$ cat src/rtl/flt_pkg.sv
// rtl/flt_pkg.sv - shared state type and default frame geometry for the filter sequencer
// Contents: state enum, default H_PIXELS/V_LINES/BURST_BYTES/MAX_OUTST,
// derived LINE_BYTES/LINE_BURSTS, and a helper for bursts per line.
package flt_pkg;

  localparam int H_PIXELS_DEF    = 640;
  localparam int V_LINES_DEF     = 480;
  localparam int BURST_BYTES_DEF = 256;
  localparam int MAX_OUTST_DEF   = 16;
  localparam int BYTES_PER_PIXEL = 4;

  localparam int LINE_BYTES  = H_PIXELS_DEF * BYTES_PER_PIXEL;
  localparam int LINE_BURSTS = LINE_BYTES / BURST_BYTES_DEF;

  typedef enum logic [1:0] {
    ST_IDLE  = 2'd0,
    ST_RD    = 2'd1,
    ST_WR    = 2'd2,
    ST_DRAIN = 2'd3
  } flt_state_e;

  function automatic int calc_line_bursts(input int h_pixels, input int burst_bytes);
    return (h_pixels * BYTES_PER_PIXEL) / burst_bytes;
  endfunction

endpackage

$ cat src/rtl/flt_seqctrl_if.sv
// rtl/flt_seqctrl_if.sv - DMA burst command bundle between the sequencer and the memory port
// Signals: RD_REQ/RD_ADDR/RD_ACK read command handshake,
// WR_REQ/WR_ADDR/WR_ACK write command handshake, WR_DONE write burst completion pulse.
// Modports: master (sequencer side), slave (memory side).
interface flt_seqctrl_if;

  logic        RD_REQ;
  logic [31:0] RD_ADDR;
  logic        RD_ACK;
  logic        WR_REQ;
  logic [31:0] WR_ADDR;
  logic        WR_ACK;
  logic        WR_DONE;

  modport master (
    output RD_REQ, RD_ADDR, WR_REQ, WR_ADDR,
    input  RD_ACK, WR_ACK, WR_DONE
  );

  modport slave (
    input  RD_REQ, RD_ADDR, WR_REQ, WR_ADDR,
    output RD_ACK, WR_ACK, WR_DONE
  );

endinterface

$ cat src/rtl/flt_addrgen.sv
// rtl/flt_addrgen.sv - base latch plus line/burst address accumulators for one DMA direction
// Ports: CLK, ARST (sync, active-high); clr (soft abort), load + base (frame start),
// adv_burst (next burst in line), adv_line (jump to start of next line); addr (registered).
module flt_addrgen
  import flt_pkg::*;
#(
  parameter int LINE_BYTES_P  = LINE_BYTES,
  parameter int BURST_BYTES_P = BURST_BYTES_DEF
) (
  input  logic        CLK,
  input  logic        ARST,
  input  logic        clr,
  input  logic        load,
  input  logic [31:0] base,
  input  logic        adv_burst,
  input  logic        adv_line,
  output logic [31:0] addr
);

  logic [31:0] line_base_q, line_base_d;
  logic [31:0] addr_q, addr_d;

  // line_base_q tracks the start of the current line so the next line start
  // never depends on the burst size dividing the line length evenly.
  always_comb begin
    line_base_d = line_base_q;
    addr_d      = addr_q;
    if (clr) begin
      line_base_d = '0;
      addr_d      = '0;
    end else if (load) begin
      line_base_d = base;
      addr_d      = base;
    end else if (adv_line) begin
      line_base_d = line_base_q + 32'(LINE_BYTES_P);
      addr_d      = line_base_q + 32'(LINE_BYTES_P);
    end else if (adv_burst) begin
      addr_d = addr_q + 32'(BURST_BYTES_P);
    end
  end

  always_ff @(posedge CLK) begin
    if (ARST) begin
      line_base_q <= '0;
      addr_q      <= '0;
    end else begin
      line_base_q <= line_base_d;
      addr_q      <= addr_d;
    end
  end

  assign addr = addr_q;

endmodule

$ cat src/rtl/flt_seqctrl.sv
// rtl/flt_seqctrl.sv - frame sequencer: per line, read bursts then write bursts, then drain
// Ports: CLK, ARST (sync, active-high); FLTRG_START start pulse, FLTRG_RSTS soft abort,
// FLTRG_VRAMSRC/FLTRG_VRAMFRM source/destination bases; dma (flt_seqctrl_if.master);
// FLTVC_BUSY frame in progress, FLTVC_INT frame-complete pulse. All outputs registered.
module flt_seqctrl
  import flt_pkg::*;
#(
  parameter int H_PIXELS    = H_PIXELS_DEF,
  parameter int V_LINES     = V_LINES_DEF,
  parameter int BURST_BYTES = BURST_BYTES_DEF,
  parameter int MAX_OUTST   = MAX_OUTST_DEF
) (
  input  logic                CLK,
  input  logic                ARST,
  input  logic                FLTRG_START,
  input  logic                FLTRG_RSTS,
  input  logic [31:0]         FLTRG_VRAMSRC,
  input  logic [31:0]         FLTRG_VRAMFRM,
  flt_seqctrl_if.master       dma,
  output logic                FLTVC_BUSY,
  output logic                FLTVC_INT
);

  localparam int L_BYTES  = H_PIXELS * BYTES_PER_PIXEL;
  localparam int L_BURSTS = calc_line_bursts(H_PIXELS, BURST_BYTES);
  localparam int BW = $clog2(L_BURSTS + 1);
  localparam int LW = $clog2(V_LINES + 1);
  localparam int OW = $clog2(MAX_OUTST + 1);

  localparam logic [BW-1:0] LAST_BURST = BW'(L_BURSTS - 1);
  localparam logic [LW-1:0] LAST_LINE  = LW'(V_LINES - 1);
  localparam logic [OW-1:0] OUTST_MAX  = OW'(MAX_OUTST);

  flt_state_e    state_q, state_d;
  logic [BW-1:0] burst_q, burst_d;
  logic [LW-1:0] line_q, line_d;
  logic [OW-1:0] outst_q, outst_d;
  logic          rd_req_q, rd_req_d;
  logic          wr_req_q, wr_req_d;
  logic          busy_q, busy_d;
  logic          int_q, int_d;

  logic          rd_hs, wr_hs, done_ok;
  logic          ag_load;
  logic          rd_adv_burst, rd_adv_line;
  logic          wr_adv_burst, wr_adv_line;
  logic [31:0]   rd_addr, wr_addr;

  assign rd_hs   = rd_req_q & dma.RD_ACK;
  assign wr_hs   = wr_req_q & dma.WR_ACK;
  // A completion with nothing outstanding is stray and must not underflow.
  assign done_ok = dma.WR_DONE && (outst_q != '0);

  always_comb begin
    outst_d = outst_q;
    if (FLTRG_RSTS) begin
      outst_d = '0;
    end else begin
      case ({wr_hs, done_ok})
        2'b10:   outst_d = outst_q + OW'(1);
        2'b01:   outst_d = outst_q - OW'(1);
        default: outst_d = outst_q;
      endcase
    end
  end

  always_ff @(posedge CLK) begin
    if (ARST) begin
      state_q  <= ST_IDLE;
      burst_q  <= '0;
      line_q   <= '0;
      outst_q  <= '0;
      rd_req_q <= 1'b0;
      wr_req_q <= 1'b0;
      busy_q   <= 1'b0;
      int_q    <= 1'b0;
    end else begin
      state_q  <= state_d;
      burst_q  <= burst_d;
      line_q   <= line_d;
      outst_q  <= outst_d;
      rd_req_q <= rd_req_d;
      wr_req_q <= wr_req_d;
      busy_q   <= busy_d;
      int_q    <= int_d;
    end
  end

  always_comb begin
    state_d      = state_q;
    burst_d      = burst_q;
    line_d       = line_q;
    ag_load      = 1'b0;
    rd_adv_burst = 1'b0;
    rd_adv_line  = 1'b0;
    wr_adv_burst = 1'b0;
    wr_adv_line  = 1'b0;
    if (FLTRG_RSTS) begin
      state_d = ST_IDLE;
      burst_d = '0;
      line_d  = '0;
    end else begin
      case (state_q)
        ST_IDLE: begin
          if (FLTRG_START) begin
            state_d = ST_RD;
            burst_d = '0;
            line_d  = '0;
            ag_load = 1'b1;
          end
        end
        ST_RD: begin
          if (rd_hs) begin
            if (burst_q == LAST_BURST) begin
              state_d     = ST_WR;
              burst_d     = '0;
              rd_adv_line = 1'b1;
            end else begin
              burst_d      = burst_q + BW'(1);
              rd_adv_burst = 1'b1;
            end
          end
        end
        ST_WR: begin
          if (wr_hs) begin
            if (burst_q == LAST_BURST) begin
              burst_d     = '0;
              wr_adv_line = 1'b1;
              if (line_q == LAST_LINE) begin
                state_d = ST_DRAIN;
              end else begin
                state_d = ST_RD;
                line_d  = line_q + LW'(1);
              end
            end else begin
              burst_d      = burst_q + BW'(1);
              wr_adv_burst = 1'b1;
            end
          end
        end
        ST_DRAIN: begin
          // Looking at the next count lets INT follow the final completion by one cycle.
          if (outst_d == '0) begin
            state_d = ST_IDLE;
          end
        end
        default: state_d = ST_IDLE;
      endcase
    end
  end

  // Registered outputs are derived from the next state so they line up with it.
  always_comb begin
    rd_req_d = (state_d == ST_RD);
    wr_req_d = (state_d == ST_WR) && (outst_d < OUTST_MAX);
    busy_d   = (state_d != ST_IDLE);
    int_d    = (state_q == ST_DRAIN) && (state_d == ST_IDLE) && !FLTRG_RSTS;
  end

  flt_addrgen #(
    .LINE_BYTES_P  (L_BYTES),
    .BURST_BYTES_P (BURST_BYTES)
  ) u_rd_ag (
    .CLK       (CLK),
    .ARST      (ARST),
    .clr       (FLTRG_RSTS),
    .load      (ag_load),
    .base      (FLTRG_VRAMSRC),
    .adv_burst (rd_adv_burst),
    .adv_line  (rd_adv_line),
    .addr      (rd_addr)
  );

  flt_addrgen #(
    .LINE_BYTES_P  (L_BYTES),
    .BURST_BYTES_P (BURST_BYTES)
  ) u_wr_ag (
    .CLK       (CLK),
    .ARST      (ARST),
    .clr       (FLTRG_RSTS),
    .load      (ag_load),
    .base      (FLTRG_VRAMFRM),
    .adv_burst (wr_adv_burst),
    .adv_line  (wr_adv_line),
    .addr      (wr_addr)
  );

  assign dma.RD_REQ  = rd_req_q;
  assign dma.RD_ADDR = rd_addr;
  assign dma.WR_REQ  = wr_req_q;
  assign dma.WR_ADDR = wr_addr;
  assign FLTVC_BUSY  = busy_q;
  assign FLTVC_INT   = int_q;

endmodule

$ cat src/flat_wrapper.sv
// flat-port wrapper written by rule: the top's interface ports become plain ports
module flt_seqctrl_flat import flt_pkg::*;
#(
  parameter int H_PIXELS    = H_PIXELS_DEF,
  parameter int V_LINES     = V_LINES_DEF,
  parameter int BURST_BYTES = BURST_BYTES_DEF,
  parameter int MAX_OUTST   = MAX_OUTST_DEF
)
  (CLK, ARST, FLTRG_START, FLTRG_RSTS, FLTRG_VRAMSRC, FLTRG_VRAMFRM, FLTVC_BUSY, FLTVC_INT, dma_RD_REQ, dma_RD_ADDR, dma_WR_REQ, dma_WR_ADDR, dma_RD_ACK, dma_WR_ACK, dma_WR_DONE);
  flt_seqctrl_if dma_i ();
  input  logic CLK;
  input  logic ARST;
  input  logic FLTRG_START;
  input  logic FLTRG_RSTS;
  input  logic [31:0] FLTRG_VRAMSRC;
  input  logic [31:0] FLTRG_VRAMFRM;
  output logic FLTVC_BUSY;
  output logic FLTVC_INT;
  output wire logic [$bits(dma_i.RD_REQ)-1:0] dma_RD_REQ;
  output wire logic [$bits(dma_i.RD_ADDR)-1:0] dma_RD_ADDR;
  output wire logic [$bits(dma_i.WR_REQ)-1:0] dma_WR_REQ;
  output wire logic [$bits(dma_i.WR_ADDR)-1:0] dma_WR_ADDR;
  input wire logic [$bits(dma_i.RD_ACK)-1:0] dma_RD_ACK;
  input wire logic [$bits(dma_i.WR_ACK)-1:0] dma_WR_ACK;
  input wire logic [$bits(dma_i.WR_DONE)-1:0] dma_WR_DONE;
  assign dma_RD_REQ = dma_i.RD_REQ;
  assign dma_RD_ADDR = dma_i.RD_ADDR;
  assign dma_WR_REQ = dma_i.WR_REQ;
  assign dma_WR_ADDR = dma_i.WR_ADDR;
  assign dma_i.RD_ACK = dma_RD_ACK;
  assign dma_i.WR_ACK = dma_WR_ACK;
  assign dma_i.WR_DONE = dma_WR_DONE;
  flt_seqctrl #(.H_PIXELS(H_PIXELS), .V_LINES(V_LINES), .BURST_BYTES(BURST_BYTES), .MAX_OUTST(MAX_OUTST)) u_core (.CLK(CLK), .ARST(ARST), .FLTRG_START(FLTRG_START), .FLTRG_RSTS(FLTRG_RSTS), .FLTRG_VRAMSRC(FLTRG_VRAMSRC), .FLTRG_VRAMFRM(FLTRG_VRAMFRM), .dma(dma_i), .FLTVC_BUSY(FLTVC_BUSY), .FLTVC_INT(FLTVC_INT));
endmodule
$ cat config.mk
export PLATFORM = sky130hd
export DESIGN_NAME = flt_seqctrl_flat
export DESIGN_NICKNAME = d
export VERILOG_FILES = /design/src/rtl/flt_pkg.sv /design/src/rtl/flt_seqctrl_if.sv /design/src/rtl/flt_addrgen.sv /design/src/rtl/flt_seqctrl.sv /design/src/flat_wrapper.sv
export SDC_FILE = /design/constraint.sdc
export NUM_CORES = 1
export LEC_CHECK = 0
export BUFFER_PORTS_ARGS = -buffer_cell sky130_fd_sc_hd__buf_2
export CAP_MARGIN = 20
export CORE_ASPECT_RATIO = 1.4
export CORE_MARGIN = 5
export CORE_UTILIZATION = 52
export DETAILED_ROUTE_END_ITERATION = 8
export GPL_TIMING_DRIVEN = 0
export PLACE_DENSITY = 0.78
export SYNTH_ARGS = -nofsm -noshare
export SYNTH_HDL_FRONTEND = slang
export SYNTH_SLANG_ARGS = --single-unit
export TNS_END_PERCENT = 5
$ cat constraint.sdc
create_clock -name CLK -period 3.4 [get_ports CLK]
set_input_delay 0.85 -clock CLK [delete_from_list [all_inputs] [get_ports CLK]]
set_output_delay 0.85 -clock CLK [all_outputs]
set_load 0.02 [all_outputs]
==> metrics.txt, run 1 <==
Final min period=about 3100 ps; Post-Syn Area=8553 um2; Crit Path Max Fanout=10; Clock Tree Buf Depth=2; Final Hold Vio Count=0; final net count=1351; initial antenna violation count=0; Initial Utilization=0.5289; H-tree depth=4; Leak=3.567 nW; Fmax achieved=approximately 320 MHz; gr usage total=0.2994; met1 usage=0.3528; YS warnings=0; crit-path cells=inv_1 -> ha_1 -> nand2_1 -> nor2_1 -> clkbuf_1 -> buf_1 -> buf_1 -> a22oi_1 -> o22ai_1; io pins=139; Routed Antenna Nets=0; Antenna diodes=0; worst reg2reg path depth=9; commonest cells after routing, fill and taps aside=nand2_1 (181), dfxtp_1 (150), buf_2 (138); outcome=finished, final reports clean; Core Region=between 15000 and 20000 um2; critical path launch point type=flip-flop; kind of critical path=reg2reg; CP endpoint kind=flip-flop; largest net degree at the start of global routing=17; die height=about 160 um; fin crit share=0.9234; Finished Cell Area=between 10000 and 15000 um2; Buffers on Ports=approximately 140; Syn Area/Cell=7.706 um2; sequential cell area fraction in the yosys report=0.3558; first-pass GRT wire length=about 46000 um; most used cell along the critical path=buf_1; most common flop cell mapped by yosys=dfxtp_1; Initial DRC Count=approximately 860; Core Rows=55; hpwl dp=approximately 22000 um; TritonCTS clock tree=built; max cap viols=0; EDFF count, synth=0; WP data required=about 3800 ps; Die ar.=around 19000 um2; met2 GRT Util=0.5031; Slew Limit Fails=0; GRT met3 Usage=0.07628; RSZ-0062 raised after global routing=no; Distinct cells, synth=70; Largest stage delay, worst path=roughly 610 ps; clk_lat worst skew=approximately 440 ps; FFs w/ async S/R, synth=0; CTS Buf Count=17; Avg Vias per Cell=between 6 and 7; hold_buf cts=0; RD Place Congestion=0.9840; chip width=118.4 um; post-synthesis register bit count=around 150; vias in the first global route=between 8000 and 9000; via count=slightly above 9000; most common cell after layout, fill and taps aside=nand2_1; Worst-Margin Slew=~960 ps; clock root buffer=clkbuf_16; GRT Residual Overflow=0; final WL=around 30000 um; hold path depth=2; Slew HR=0.3551; per-cell routed wire length=between 20 and 25 um; post_cts resized=0; Num Clock Sinks=152; non-filler instance count after layout=1476; postcts setup bufs=0; layout cells sized above 1=0.1457; dpl cells=~1400; Mapped Nets=between 1000 and 1500; worst min path class=reg2reg; Crit path arrival time=~3500 ps; Clock Skew=13.90 ps; VDD IR-drop max=roughly 0.37 mV; PwrDens=423.1 nW/um2; P&R area growth vs syn=17.80%; DRC errors left=0; First-pass DRT Iterations=6; Critical-path top delay cell=buf_1; area post-placement=9488 um2; final setup violation count=0; Most Used Layer, Global Route=met2; cells after synthesis=about 1100; Clock transition at path regs=~70 ps
area by class of cell:
type	count	area, um2
Buffer	65	252.7
Clock buffer	17	425.4
Clock inverter	15	163.9
Fill cell	1486	6096
Inverter	15	56.30
Multi-Input combinational cell	875	5192
Sequential cell	152	3045
Tap cell	199	249.0
Timing Repair Buffer	138	690.7
cell usage after synthesis (all sizes together), types with 12 or more instances:
cell type  number  area, um2
nor2           91      341.6
nor3           23      126.4
o21ai          55      275.3
a211oi         14      105.1
dfxtp         152       3043
nand3          43      215.2
inv            15      56.30
xor2           26      227.7
a311oi         21      190.2
nand2         181      679.4
nand4          26      168.9
and3           16      100.1
o211ai         12      90.09
nor4           16      112.6
a21oi         110      550.5
ha             16      200.2
a22oi          23      172.7
clkbuf         57      214.0
xnor2          57      499.2
a31oi          19      118.9
logic make-up after synthesis:
logic type                 share of synthesized area
muxes                                       0.009655
adders and majority gates                    0.02341
AOI/OAI and AO/OA                             0.2346
and+or+nand+nor                               0.2541
xor gates and xnor gates                     0.08499
buffers and inverters                        0.03745
DFF                                           0.3558
power by group:
group / total [mW] / leakage [nW] / switching [mW] / internal, mW
logic: 0.454 / 2.05 / 0.310 / 0.144
clock network: 1.94 / 0.285 / 0.846 / 1.10
registers: 1.87 / 1.23 / 0.0448 / 1.82
total: 4.26 / 3.57 / 1.20 / 3.06
worst max-delay path: cells and delay by family (launching register included):
kind | cells | cell delay, ps
compound gates | 2 | 320
simple gates | 2 | 410
buf+inv | 4 | 1700
fa+ha+maj | 1 | 280
flops | 1 | 350
state kept, by name, summed over array words and instances (netlist names):
| register | flops |
|---|---|
| u_core.u_wr_ag.addr | 32 |
| u_core.FLTVC_INT | 1 |
| u_core.outst_q | 5 |
| u_core.u_wr_ag.line_base_q | 32 |
| u_core.u_rd_ag.line_base_q | 32 |
| u_core.state_q | 2 |
| u_core.u_rd_ag.addr | 32 |
| u_core.dma.RD_REQ | 1 |
| u_core.dma.WR_REQ | 1 |
| u_core.burst_q | 4 |
| u_core.FLTVC_BUSY | 1 |
| u_core.line_q | 9 |
routing by layer:
metal / wire length [um] / up-vias
met5: 0 / -
li1: - / 4366
met2: 14080 / 441
met4: 1452 / 0
met1: 11480 / 4270
met3: 2522 / 103
final timing paths:
check,start,endpoint,slack (ps)
max,u_core.state_q[0],u_core.u_wr_ag.addr[22],260
min,u_core.u_wr_ag.line_base_q[6],u_core.u_wr_ag.line_base_q[6],460
max reg2reg,u_core.state_q[0],u_core.u_wr_ag.addr[22],260
min reg2reg,u_core.u_wr_ag.line_base_q[6],u_core.u_wr_ag.line_base_q[6],460
per-stage QoR:
step / setup TNS, ps / power [mW] / utilization / worst slack, ps / hold WS (ps)
final: 0 / 4.263 / 0.6231 / 260.5 / 456.9
after global routing: 0 / 4.391 / 0.6231 / 60.64 / 473.7
after CTS: 0 / 4.256 / 0.6227 / 84.90 / 458.0
after detailed placement: -734.9 / 2.346 / 0.5867 / -240.4 / 448.6
after global placement: -253.3 / 2.342 / 0.5867 / -140.8 / 441.9
after floorplan: 0 / 2.156 / - / 164.9 / 436.3
(Power assumes the default switching activity.)
==> inputs of run 2 (changes only) <==
--- a/config.mk
+++ b/config.mk
@@ -5,10 +5,11 @@
 export SDC_FILE = /design/constraint.sdc
 export NUM_CORES = 1
 export LEC_CHECK = 0
+export ABC_AREA = 1
 export BUFFER_PORTS_ARGS = -buffer_cell sky130_fd_sc_hd__buf_2
 export CAP_MARGIN = 20
 export CORE_ASPECT_RATIO = 1.4
-export CORE_MARGIN = 5
+export CORE_MARGIN = 4
 export CORE_UTILIZATION = 52
 export DETAILED_ROUTE_END_ITERATION = 8
 export GPL_TIMING_DRIVEN = 0
==> run 2 against run 1 <==
Against the previous run:
- fmax increased by 15%
- sequential share of layout area decreased by 0.98 points
- final cell count increased by 16%
- global-route usage increased by 1.7 points
- utilization decreased by 0.17 points
- die area increased by 0.65%
- worst setup slack improved by 400 ps
- sequential power about the same
- via count increased by 7.5%
- synthesized cell count increased by 20%
- highest routed layer unchanged
==> metrics.txt, run 2 <==
final worst slack=660.0 ps (+399.5 ps); most used cell along the critical path=nand2_1; Buffers on Ports=137 (unchanged); critical path launch point type=flip-flop; post-layout util=0.6213 (-0.001717); area post-placement=9826 um2 (+3.6%); Avg Vias per Cell=5.787 (-7.0%); PwrDens=419.1 nW/um2 (-0.95%); initial antenna violation count=0 (unchanged); dpl ws=269.5 ps (+509.9 ps); layout cells sized above 1=0.1638 (+0.01813); Largest stage delay, worst path=330 ps (-280 ps); postcts setup bufs=0 (unchanged); max cap viols=0 (unchanged); fin crit share=0.8059 (-0.1175); Antenna diodes=0 (unchanged); cells after synthesis=1333 (+20%); GRT Residual Overflow=0 (unchanged); leading area contributor after synthesis=dfxtp_1; most common cell after layout, fill and taps aside=nand2_1; # fillers=1615 (+8.7%); Crit Path Max Fanout=7 (-3); list of most frequent post-synthesis cells=nand2_1 (324), inv_1 (163), dfxtp_1 (152), nand3_1 (96), nor2_1 (96); CP endpoint kind=flip-flop; Tot Pwr=4.361 mW (+2.3%); post-synthesis register bit count=152 (unchanged); Mapped Nets=1420 (+19%); crit-path cells=inv_1 -> nand4_1 -> o21ai_0 -> inv_1 -> ha_1 -> buf_2 -> nand2_1 -> inv_1 -> nor2_1 -> ha_1 -> inv_1 -> nand2_1 -> nand3_1 -> nand3_1 -> nand2_1 -> nand2_1 -> nand3_1 -> nand2_1 -> nand2_1 -> nand2_1 -> nand3_1 -> nor2_1; Slew Limit Fails=0 (unchanged); Distinct cells, synth=53 (-24%); Syn Area/Cell=6.666 um2 (-13%); WP data required=3760 ps (about the same); vias in the first global route=9404 (+7.9%); WP buf/inv=5 (+1); Crit path arrival time=3100 ps (-390 ps); delay-heaviest family, CP=simple AND/OR/NAND/NOR gates; Fmax achieved=365.0 MHz (+15%); Hold Path Origin=u_core.u_wr_ag.line_base_q[3]; Die ar.=19270 um2 (+0.65%); Routed Antenna Nets=0 (unchanged); commonest cells after routing, fill and taps aside=nand2_1 (324), inv_1 (163), buf_2 (157); io pins=139 (unchanged); VDD IR-drop max=0.3426 mV (-8.5%); kind of critical path=reg2reg; Post-Syn Area=8886 um2 (+3.9%); Finished Cell Area=10410 um2 (+3.3%); Clock Skew=8.679 ps (-5.221 ps); final WL=30520 um (+3.3%); DRC errors left=0 (unchanged); final setup violation count=0 (unchanged); chip width=118.5 um (about the same); WHS=471.3 ps (+14.41 ps); post_cts resized=0 (unchanged); H-tree depth=4 (unchanged); hpwl dp=22780 um (+3.4%); first-pass GRT wire length=48280 um (+4.3%); P&R area growth vs syn=17.09%; Worst-Margin Slew=929.5 ps (-29.79 ps); non-filler instance count after layout=1705 (+16%); Final Hold Vio Count=0 (unchanged); Num Clock Sinks=152 (unchanged); via count=9866 (+7.5%); FFs w/ async S/R, synth=0 (unchanged); per-cell routed wire length=17.90 um (-11%); die height=162.7 um (+0.57%); Worst R2R Start=u_core.outst_q[2]; Slew HR=0.3803 (+0.02519); sequential cell area fraction in the yosys report=0.3424 (-0.01332); TritonCTS clock tree=built; Initial DRC Count=897 (+4.9%); count leader, synth=nand2_1; clk_lat worst skew=440 ps (about the same); Clock transition at path regs=70 ps (about the same); dpl cells=1673 (+16%); most common flop cell mapped by yosys=dfxtp_1; outcome=finished, final reports clean; YS warnings=0 (unchanged); Core Rows=56 (+1.8%); RD Place Congestion=0.9762 (-0.79%); Synth area leaders=dfxtp_1 (34%), nand2_1 (14%), inv_1 (6.9%); Core Region=16750 um2 (+3.6%); First-pass DRT Iterations=6 (unchanged); CTS Buf Count=17 (unchanged); Leak=4.659 nW (+31%); final net count=1576 (+17%); post-synth top area share=0.3424 (-0.01332); gr usage total=0.3163 (+0.01684); clock root buffer=clkbuf_16; largest net degree at the start of global routing=17 (unchanged); hold_buf cts=0 (unchanged); Clock Tree Buf Depth=2 (unchanged); Final min period=2740 ps (-399.5 ps); Worst setup startpoint=u_core.outst_q[2]; Initial Utilization=0.5306 (+0.001736); worst min path class=reg2reg; Final TNS setup=0 ps (unchanged); EDFF count, synth=0 (unchanged); RSZ-0062 raised after global routing=no; Critical-path top delay cell=dfxtp_1
## run 2: cell types whose count changed in the layout (fill, tap and decap cells not counted), moves of 16 or more
cell | previous run | this run
a22oi_1 | 23 | 4
a311oi_1 | 20 | 1
a31oi_1 | 19 | 38
buf_2 | 138 | 157
clkbuf_1 | 54 | 17
inv_1 | 15 | 163
nand2_1 | 181 | 324
nand3_1 | 43 | 96
o211ai_1 | 12 | 28
o21ai_0 | 41 | 95
xnor2_1 | 57 | 11
## run 2: power by group
part / total [mW] / leakage, nW / switching [mW] / internal, mW
combinational: 0.570 / 3.15 / 0.386 / 0.184
sequential: 1.88 / 1.23 / 0.0531 / 1.83
clock: 1.91 / 0.276 / 0.873 / 1.03
total: 4.36 / 4.66 / 1.31 / 3.05
## run 2: layout make-up
class	instances	area [um2]	share of cell area
Clock inverter	15	153.9	0.01479
Inverter	172	648.1	0.06229
Timing Repair Buffer	137	685.7	0.06590
Sequential cell	152	3043	0.2924
Clock buffer	17	425.4	0.04088
Buffer	52	280.3	0.02694
Tap cell	203	254.0	0.02441
Multi-Input combinational cell	957	4915	0.4723
## run 2: logic make-up after synthesis
logic type                 count (synthesis)  share of synthesized area
AOI/OAI and AO/OA                        305                     0.2018
xor gates and xnor gates                  25                    0.02464
adders and majority gates                 16                    0.02253
buffers and inverters                    224                     0.1045
DFF                                      152                     0.3424
and+or+nand+nor                          611                     0.3041
## run 2: path summary, 6_finish.rpt
path / cells past startpoint / endpoint / slack, ps
max: 22 / u_core.dma.WR_REQ / 660
min: 2 / u_core.u_wr_ag.line_base_q[3] / 470
min reg2reg: 2 / u_core.u_wr_ag.line_base_q[3] / 470
max reg2reg: 22 / u_core.dma.WR_REQ / 660
## run 2: metal layers
| layer | up-vias | part of all wire | global-route usage |
|---|---|---|---|
| li1 | 4769 | - | - |
| met1 | 4440 | 0.37 | 0.3563 |
| met2 | 526 | 0.48 | 0.5480 |
| met3 | 131 | 0.077 | 0.05803 |
| met4 | 0 | 0.067 | 0.2056 |
| met5 | - | 0 | 0 |
## run 2: worst register-to-register path, delay by kind of cell (launching register included)
family / cells / cell delay (ps)
fa+ha+maj: 2 / 350
flops: 1 / 330
simple gates: 14 / 1410
buf+inv: 5 / 440
compound gates: 1 / 140
==> inputs of run 3 (changes only) <==
--- a/config.mk
+++ b/config.mk
@@ -10,10 +10,10 @@
 export CAP_MARGIN = 20
 export CORE_ASPECT_RATIO = 1.4
 export CORE_MARGIN = 4
-export CORE_UTILIZATION = 52
+export CORE_UTILIZATION = 55
 export DETAILED_ROUTE_END_ITERATION = 8
 export GPL_TIMING_DRIVEN = 0
-export PLACE_DENSITY = 0.78
+export PLACE_DENSITY = 0.79
 export SYNTH_ARGS = -nofsm -noshare
 export SYNTH_HDL_FRONTEND = slang
 export SYNTH_SLANG_ARGS = --single-unit
==> constraint.sdc (replaced) <==
create_clock -name CLK -period 2.8 [get_ports CLK]
set_input_delay 0.7 -clock CLK [delete_from_list [all_inputs] [get_ports CLK]]
set_output_delay 0.7 -clock CLK [all_outputs]
set_load 0.02 [all_outputs]
==> run 3 against run 2 <==
Against the previous run:
- fmax is 9.0% higher
- hold slack worse by 2.2 ps
- first-iteration DRC count fell by 0.33%
- utilization rose by 4.2 points
- routed wire length hardly changed
- global-route usage up 1.5 points
- non-clock buffer count did not move
- critical path depth up 1
- final cell count down 0.41%
- sequential share of layout area fell by 0.088 points
- worst setup slack lost 370 ps
- largest power group unchanged
==> metrics.txt, run 3 (same netlist as run 2, synthesis figures left out) <==
outcome=finished, final reports clean; P&R area growth vs syn=17.54%; final WL=30530 um (about the same); # fillers=1468 (-9.1%); Avg Vias per Cell=5.827 (+0.70%); non-filler instance count after layout=1698 (-0.41%); Final TNS setup=0 ps (unchanged); H-tree depth=4 (unchanged); Final Hold Vio Count=0 (unchanged); Clock Tree Buf Depth=2 (unchanged); RD Place Congestion=0.9916 (+1.6%); Slew Limit Fails=0 (unchanged); area occupied by registers=3045 um2 (about the same); most common cell after layout, fill and taps aside=nand2_1; Crit path arrival time=2840 ps (-260 ps); io pins=139 (unchanged); Worst-Margin Slew=927.0 ps (-2.520 ps); Core Rows=54 (-3.6%); Final min period=2514 ps (-226.4 ps); TritonCTS clock tree=built; Die ar.=18280 um2 (-5.1%); DRC errors left=0 (unchanged); final setup violation count=0 (unchanged); Clock Skew=9.609 ps (+0.9300 ps); WP data required=3120 ps (-640 ps); kind of critical path=reg2reg; gr usage total=0.3317 (+0.01542); Core Region=15740 um2 (-6.0%); Routed Antenna Nets=0 (unchanged); First-pass DRT Iterations=8 (+2); clock root buffer=clkbuf_16; Clock transition at path regs=70 ps (about the same); layout cells sized above 1=0.1679 (+0.004106); Num Clock Sinks=152 (unchanged); Initial DRC Count=894 (-0.33%); hpwl dp=22590 um (-0.82%); largest net degree at the start of global routing=17 (unchanged); via count=9894 (+0.28%); CTS Buf Count=17 (unchanged); Fmax achieved=397.8 MHz (+9.0%); postcts setup bufs=0 (unchanged); first-pass GRT wire length=47330 um (-2.0%); Buffers on Ports=137 (unchanged); vias in the first global route=9381 (-0.24%); commonest cells after routing, fill and taps aside=nand2_1 (324), inv_1 (161), buf_2 (157); Slew HR=0.3820 (+0.001680); VDD IR-drop max=0.4023 mV (+17%); Leak=4.674 nW (+0.31%); CP endpoint kind=flip-flop; final net count=1576 (unchanged); WHS=469.1 ps (-2.186 ps); worst min path class=reg2reg; per-cell routed wire length=17.98 um (+0.43%); dpl cells=1666 (-0.42%); clk_lat worst skew=440 ps (about the same); Tot Pwr=5.412 mW (+24%); die height=158.4 um (-2.6%); Initial Utilization=0.5645 (+0.03382); chip width=115.4 um (-2.6%); critical path launch point type=flip-flop; post-layout util=0.6635 (+0.04215); initial antenna violation count=1 (+1); max cap viols=0 (unchanged); GRT Residual Overflow=0 (unchanged); fin crit share=0.8977 (+0.09184); Multi-input gate area=4930 um2 (+0.31%); PwrDens=518.1 nW/um2 (+24%); Crit Path Max Fanout=7 (unchanged)
run 3: final timing paths:
path,startpoint,end,slack [ps],cells after the start
max,u_core.outst_q[2],u_core.FLTVC_BUSY,290,23
min,u_core.u_rd_ag.line_base_q[6],u_core.u_rd_ag.line_base_q[6],470,2
max reg2reg,u_core.outst_q[2],u_core.FLTVC_BUSY,290,23
min reg2reg,u_core.u_rd_ag.line_base_q[6],u_core.u_rd_ag.line_base_q[6],470,2
run 3: layout make-up:
type	instances	share of cell area
inverter	172	0.06205
timing repair buffer	137	0.06564
sequential	152	0.2916
buffer	52	0.02683
clock inverter	12	0.01581
tap	196	0.02348
multi-input combinational	957	0.4720
antenna	1	0.0002396
clock buffer	19	0.04241
run 3: what timing repair did:
item,CTS,global route
setup endpoints to repair,0,6
resized for setup,0,8
hold buffers,0,0
run 3: where the power goes:
group | internal, mW | total (mW) | switching (mW)
Clock | 1.43 | 2.43 | 0.992
Sequential | 2.22 | 2.29 | 0.0661
Combinational | 0.225 | 0.697 | 0.472
Total | 3.88 | 5.41 | 1.53
run 3: per-layer routing:
layer	share of wire	global-route usage
met3	0.082	0.06312
met5	0	0
met1	0.37	0.3764
met2	0.49	0.5673
met4	0.059	0.2103
run 3: metrics by stage:
step | cell area (um2) | worst slack [ps]
2_1_floorplan | 8886 | 358.2
3_3_place_gp | 9817 | 2.955
3_5_place_dp | 9817 | -23.58
4_1_cts | 10430 | 154.2
5_1_grt | 10450 | -4.752
6_report | 10450 | 286.4
run 3: critical path, cell delays in order, from the launching register on:
cell and delay [ps]:
dfxtp_2 340, inv_2 80, nand4_1 100, o21ai_0 150, inv_1 80, ha_1 180, buf_2 160, nor2_2 120
nor2_2 50, ha_1 160, inv_1 50, nand2_1 70, inv_1 60, nand2_1 40, nand2_1 60, nand2_1 50
nand2_1 70, nand3_1 60, a21oi_1 120, nand2_1 80, nand2_1 60, nand2_1 60, nand3_1 120, nand2_1 80
